===== src/rtl/qpsk_mod_pkg.sv =====
// Shared defaults, FSM encoding and the quarter-wave sine table for the QPSK modulator.
package qpsk_mod_pkg;

    localparam int PHASE_BITS_DEF     = 6;
    localparam int AMP_BITS_DEF       = 8;
    localparam int SYMBOL_PERIODS_DEF = 2;

    localparam int QTR_ENTRIES  = 17;
    localparam int QTR_AMP_BITS = 7;

    typedef enum logic {
        ST_IDLE = 1'b0,
        ST_RUN  = 1'b1
    } state_t;

    // Entry i = round(127*sin(pi/2*i/16)), entry 0 in the least significant slot.
    localparam logic [QTR_ENTRIES-1:0][QTR_AMP_BITS-1:0] QTR_SIN = {
        7'd127, 7'd126, 7'd125, 7'd122, 7'd117, 7'd112, 7'd106, 7'd98, 7'd90,
        7'd81,  7'd71,  7'd60,  7'd49,  7'd37,  7'd25,  7'd12,  7'd0
    };

    function automatic logic [QTR_AMP_BITS-1:0] qtr_sin(input logic [4:0] idx);
        return (idx > 5'd16) ? QTR_SIN[16] : QTR_SIN[idx];
    endfunction

endpackage


===== src/rtl/qpsk_sin_lut.sv =====
// Registered sine lookup: quarter-wave table with mirroring and negation from the top phase bits.
module qpsk_sin_lut
    import qpsk_mod_pkg::*;
#(
    parameter int PHASE_BITS = PHASE_BITS_DEF,
    parameter int AMP_BITS   = AMP_BITS_DEF
) (
    input  logic                       clock,
    input  logic                       reset,
    input  logic                       enable,
    input  logic [PHASE_BITS-1:0]      phase,
    output logic signed [AMP_BITS-1:0] value
);

    localparam int QB = PHASE_BITS - 2;
    localparam logic [QB:0] QTR_END = {1'b1, {QB{1'b0}}};

    logic [1:0]                 quad;
    logic [QB-1:0]              off;
    logic [QB:0]                idx;
    logic signed [AMP_BITS-1:0] mag;
    logic signed [AMP_BITS-1:0] value_next;

    // Odd quadrants read the table backwards; the lower half-cycle is negated.
    always_comb begin
        quad       = phase[PHASE_BITS-1 -: 2];
        off        = phase[QB-1:0];
        idx        = quad[0] ? (QTR_END - {1'b0, off}) : {1'b0, off};
        mag        = {{(AMP_BITS-QTR_AMP_BITS){1'b0}}, qtr_sin(idx)};
        value_next = quad[1] ? -mag : mag;
    end

    always_ff @(posedge clock or posedge reset) begin
        if (reset) begin
            value <= '0;
        end else if (enable) begin
            value <= value_next;
        end
    end

endmodule


===== src/rtl/qpsk_mod.sv =====
// QPSK modulator: one-entry symbol buffer and IDLE/RUN sequencer driving a
// phase -> LUT -> sum pipeline that produces sample = (+/-cos) + (+/-sin).
module qpsk_mod
    import qpsk_mod_pkg::*;
#(
    parameter int PHASE_BITS     = PHASE_BITS_DEF,
    parameter int AMP_BITS       = AMP_BITS_DEF,
    parameter int SYMBOL_PERIODS = SYMBOL_PERIODS_DEF
) (
    input  logic                     clock,
    input  logic                     reset,
    input  logic                     enable,
    input  logic [1:0]               symbol_in,
    input  logic                     symbol_valid,
    output logic                     symbol_ready,
    output logic signed [AMP_BITS:0] sample,
    output logic                     sample_valid,
    output logic                     underrun
);

    localparam int PER_W = (SYMBOL_PERIODS > 1) ? $clog2(SYMBOL_PERIODS) : 1;
    localparam logic [PER_W-1:0]      PER_LAST   = PER_W'(SYMBOL_PERIODS - 1);
    localparam logic [PHASE_BITS-1:0] PHASE_LAST = '1;
    localparam logic [PHASE_BITS-1:0] PHASE_QTR  = {2'b01, {(PHASE_BITS-2){1'b0}}};

    state_t                     state;
    logic [PHASE_BITS-1:0]      phase_p0;
    logic [PHASE_BITS-1:0]      cos_phase_p0;
    logic [PER_W-1:0]           period_cnt;
    logic [1:0]                 current_p0;
    logic [1:0]                 next_sym;
    logic                       next_full;
    logic                       xfer;
    logic                       boundary;
    logic                       vld_p0;
    logic signed [AMP_BITS-1:0] sin_p1;
    logic signed [AMP_BITS-1:0] cos_p1;
    logic [1:0]                 sym_p1;
    logic                       vld_p1;

    function automatic logic signed [AMP_BITS:0] qpsk_combine(
        input logic signed [AMP_BITS-1:0] cos_v,
        input logic signed [AMP_BITS-1:0] sin_v,
        input logic [1:0]                 sym
    );
        logic signed [AMP_BITS:0] i_term;
        logic signed [AMP_BITS:0] q_term;
        i_term = {cos_v[AMP_BITS-1], cos_v};
        q_term = {sin_v[AMP_BITS-1], sin_v};
        if (sym[0]) i_term = -i_term;
        if (sym[1]) q_term = -q_term;
        return i_term + q_term;
    endfunction

    assign symbol_ready = !next_full;
    assign xfer         = symbol_valid && symbol_ready;
    assign boundary     = (state == ST_RUN) && enable && (phase_p0 == PHASE_LAST)
                          && (period_cnt == PER_LAST);

    always_ff @(posedge clock or posedge reset) begin
        if (reset) begin
            state      <= ST_IDLE;
            phase_p0   <= '0;
            period_cnt <= '0;
            current_p0 <= '0;
            next_sym   <= '0;
            next_full  <= 1'b0;
            underrun   <= 1'b0;
        end else begin
            underrun <= 1'b0;
            if (xfer && !boundary) begin
                next_sym  <= symbol_in;
                next_full <= 1'b1;
            end
            case (state)
                ST_IDLE: begin
                    if (enable && next_full) begin
                        state      <= ST_RUN;
                        current_p0 <= next_sym;
                        next_full  <= 1'b0;
                        phase_p0   <= '0;
                        period_cnt <= '0;
                    end
                end
                ST_RUN: begin
                    if (enable) begin
                        phase_p0 <= phase_p0 + PHASE_BITS'(1);
                        if (phase_p0 == PHASE_LAST) begin
                            period_cnt <= (period_cnt == PER_LAST) ? '0 : period_cnt + PER_W'(1);
                        end
                        // Symbol boundary: buffered symbol first, then a same-cycle bypass, else stop.
                        if (boundary) begin
                            if (next_full) begin
                                current_p0 <= next_sym;
                                next_full  <= 1'b0;
                            end else if (xfer) begin
                                current_p0 <= symbol_in;
                            end else begin
                                underrun <= 1'b1;
                                state    <= ST_IDLE;
                            end
                        end
                    end
                end
                default: state <= ST_IDLE;
            endcase
        end
    end

    // ---- stage p0 -> p1: quarter-wave lookups, symbol and qualifier follow the phase
    assign vld_p0       = (state == ST_RUN) && enable;
    assign cos_phase_p0 = phase_p0 + PHASE_QTR;

    qpsk_sin_lut #(
        .PHASE_BITS (PHASE_BITS),
        .AMP_BITS   (AMP_BITS)
    ) u_sin_lut (
        .clock  (clock),
        .reset  (reset),
        .enable (enable),
        .phase  (phase_p0),
        .value  (sin_p1)
    );

    qpsk_sin_lut #(
        .PHASE_BITS (PHASE_BITS),
        .AMP_BITS   (AMP_BITS)
    ) u_cos_lut (
        .clock  (clock),
        .reset  (reset),
        .enable (enable),
        .phase  (cos_phase_p0),
        .value  (cos_p1)
    );

    always_ff @(posedge clock or posedge reset) begin
        if (reset) begin
            sym_p1 <= '0;
            vld_p1 <= 1'b0;
        end else if (enable) begin
            sym_p1 <= current_p0;
            vld_p1 <= vld_p0;
        end
    end

    // ---- stage p1 -> p2: signed sum; output is forced to zero whenever it is not valid
    always_ff @(posedge clock or posedge reset) begin
        if (reset) begin
            sample       <= '0;
            sample_valid <= 1'b0;
        end else if (enable && vld_p1) begin
            sample       <= qpsk_combine(cos_p1, sin_p1, sym_p1);
            sample_valid <= 1'b1;
        end else begin
            sample       <= '0;
            sample_valid <= 1'b0;
        end
    end

endmodule


===== config.mk =====
export PLATFORM = sky130hd
export DESIGN_NAME = qpsk_mod
export DESIGN_NICKNAME = d
export VERILOG_FILES = /design/src/rtl/qpsk_mod_pkg.sv /design/src/rtl/qpsk_sin_lut.sv /design/src/rtl/qpsk_mod.sv
export SDC_FILE = /design/constraint.sdc
export NUM_CORES = 1
export LEC_CHECK = 0
export BUFFER_PORTS_ARGS = -buffer_cell sky130_fd_sc_hd__buf_4
export CAP_MARGIN = 20
export CORE_UTILIZATION = 50
export DETAILED_ROUTE_END_ITERATION = 16
export PLACE_DENSITY = 0.76
export SKIP_LAST_GASP = 1
export SYNTH_ARGS = -nofsm -noshare
export SYNTH_HDL_FRONTEND = slang
export SYNTH_SLANG_ARGS = --single-unit

===== constraint.sdc =====
create_clock -name clock -period 3.4 [get_ports clock]
set_input_delay 0.34 -clock clock [delete_from_list [all_inputs] [get_ports clock]]
set_output_delay 0.34 -clock clock [all_outputs]
set_load 0.01 [all_outputs]

==> impl_results.md <==
- Outcome: completed
- Via density: 5.83
- Routability cong.: ~0.94
- Nature of the critical path startpoint: flop
- Yosys reg bits: 43
- Post-synth top flop: dfrtp_1
- R2R cell count: 10
- DPL Wire Length: 5.73 mm
- Crit-path max FO: 7
- # DRC: 0
- MaxCap Viol Count: 0
- Antenna fix cells: 0
- Drt pass-1 iters: 6
- Syn Area/Cell: approximately 8.4 um^2
- Top cell type's share of synthesized area: a little under a third
- RSZ-0062 raised after global routing: true
- Worst Tran Pin Value: roughly 680 ps
- Hold slack: between 150 and 200 ps
- Final Hold Viols: 0
- CTS Buf Count: 5
- Family with the most delay on the worst path: adder cells
- Die Ht: ~86 um
- Crit path time final: between 3000 and 4000 ps
- Total number of vias: slightly above 3000
- Ys Warns: 0
- Clock Skew: 11.7 ps
- Ys async rst share: 100%
- Slew Viols, Final: 0
- Worst-path clk slew: ~100 ps
- Period utilisation layout: 93.2%
- Setup Fix Bufs, Post-CTS: 0
- Worst path slowest cell: or4_1
- Vias in the first global route: between 2000 and 3000
- Worst-Skew Late Latency: between 300 and 400 ps
- Critical path, cell by cell: clkinv_2, ha_1, mux2i_2, inv_1, ha_1, a221oi_2, ha_1, o2111ai_1, or4_1, nand3_1
- Worst Hold Class: input port to asynchronous set/reset pin
- Io pins: 18
- WL/cell: approximately 15 um
- H-tree Lvls: 2
- Most frequent cell after synthesis: dfrtp_1
- Maximum clock frequency: around 0.32 GHz
- Instance count of the mapped netlist: 415
- Critical Path AT: ~3400 ps
- GR Util All Layers: between 20 and 25%
- # hold bufs at CTS: 0
- Crit-path most repeated cell: ha_1
- Number of flops mapped to enable cells by yosys: 0
- Longest Clk Path Bufs: 2
- # port buffers: 17
- Core Area: approximately 6800 um^2
- CTS-repair resized insts: 0
- Grt ovf: 0
- Drt total wl: just under 8 mm
- Worst path bufs/invs: 2
- CTS tree: done
- Post-Syn Area: approximately 3500 um^2
- Num rows: 30
- Reg-to-Reg End: u_sin_lut.value[6]
- Clk sinks: between 40 and 50
- Slew headroom: a little over half
- Die W: ~86 um
- Critical Path Sink Type: flop
- First-pass GRT wire length: roughly 13 mm
- Post-synth top cells: dfrtp_1 (43), nand2_1 (42), nor2_1 (31)
- Cell taking the most area after synthesis: dfrtp_1
- CP required: ~3700 ps
- CP Launch Point: phase_p0[0]
- Final setup vio count: 0
- CP Depth: 10
- Nets: about 460
- Setup crit end: u_sin_lut.value[6]
- Initial antenna violation count: 0
- Flop2flop setup slack: 230 ps
- Sequential-to-total area share from yosys stat: a little under a third
- Largest net degree at the start of global routing: 44
- 1st-iter DRT viols: 187
- Slowest stage delay, CP: around 560 ps
- Initial Util: between 50% and 60%
- CTS Root Cell: clkbuf_8
- Die footprint: approximately 7400 um^2
- Post-route ant nets: 0
- Share of cells above drive strength 1: roughly 14%
- Area Overhead vs Synth: 10.3%
- Top post-synthesis cells by area: dfrtp_1 (31%), ha_1 (8.2%), xnor2_1 (5.5%)
- Crit Path Category: flop to flop
- Reg2Reg Launch Point: phase_p0[0]
- Syn Nets: about 450
- Post-layout util: 56.9%
- Count of cell types in the netlist: 59
## layout make-up
class	count	area [um^2]
Tap cell	96	120
Clock buffer	5	68.8
Fill cell	600	2930
Multi-Input combinational cell	330	2280
Clock inverter	3	23.8
Timing Repair Buffer	29	218
Sequential cell	43	1080
Inverter	20	76.3
## logic make-up after synthesis
group / synth area share [%]
mux: 6.78
simple gates: 20.9
buf+inv: 4.85
xor+xnor: 6.99
flops: 30.7
fa+ha+maj: 8.78
compound gates: 21.0
## cell usage in the layout (no fill, tap or decap), types with 3 or more instances in the layout
cell       count
a21o_1         3
a21oi_1       21
a221oi_1       4
a22o_1         6
and2_1         3
and3_1         8
buf_4         29
clkbuf_8       5
dfrtp_1       43
ha_1          22
inv_1         18
mux2_2        10
mux2i_1        9
nand2_1       42
nand2b_1      12
nand3_1       10
nor2_1        31
nor2b_1        7
nor3_1        14
nor4_1         4
o211ai_1       5
o21a_1         3
o21ai_0       30
o2bb2ai_1      3
o31ai_1        9
o41ai_1        3
or3_1          5
xnor2_1       22
xor2_1         6
## stage by stage
stage / cell area, um^2 / setup TNS (ps) / setup slack (ps) / std cells
3_3_place_gp: 3760 / 0 / 280 / 518
6_report: 3870 / 0 / 230 / 526
5_1_grt: 3870 / -38.1 / -38.1 / 526
2_1_floorplan: 3510 / 0 / 43.1 / 415
3_5_place_dp: 3760 / 0 / 203 / 518
4_1_cts: 3850 / 0 / 144 / 526
## sequential cells by signal, summed over array words and instances, names as in the netlist
| register | cells |
|---|---|
| sample | 9 |
| u_cos_lut.value | 8 |
| u_sin_lut.value | 8 |
| phase_p0 | 6 |
| current_p0 | 2 |
| next_sym | 2 |
| sym_p1 | 2 |
| next_full | 1 |
| period_cnt | 1 |
| sample_valid | 1 |
| state | 1 |
| underrun | 1 |
| vld_p1 | 1 |
## per-layer routing
metal / vias up / GRT usage, % / part of all wire, %
li1: 1512 / - / -
met1: 1463 / 29.6 / 45
met2: 77 / 38.5 / 49
met3: 15 / 3.27 / 3.6
met4: 0 / 7.73 / 1.9
met5: - / 0 / 0
## tightest hold or removal path: stages
cell	delay, ps
buf_4	110
clkinv_1	40
buf_4	450
## worst min path at each step
stage                  start  cells past startpoint            end  slack (ps)
6_report               reset                      3         vld_p1         170
5_1_grt         symbol_valid                      2       underrun         220
4_1_cts                reset                      3    next_sym[1]         190
3_5_place_dp   current_p0[1]                      2  current_p0[1]         480
3_3_place_gp   current_p0[0]                      2  current_p0[0]         460
2_1_floorplan   symbol_valid                      1       underrun         410
Power is not shown: default switching activity piles up to over one toggle a cycle in this logic, so the estimate is an artifact.
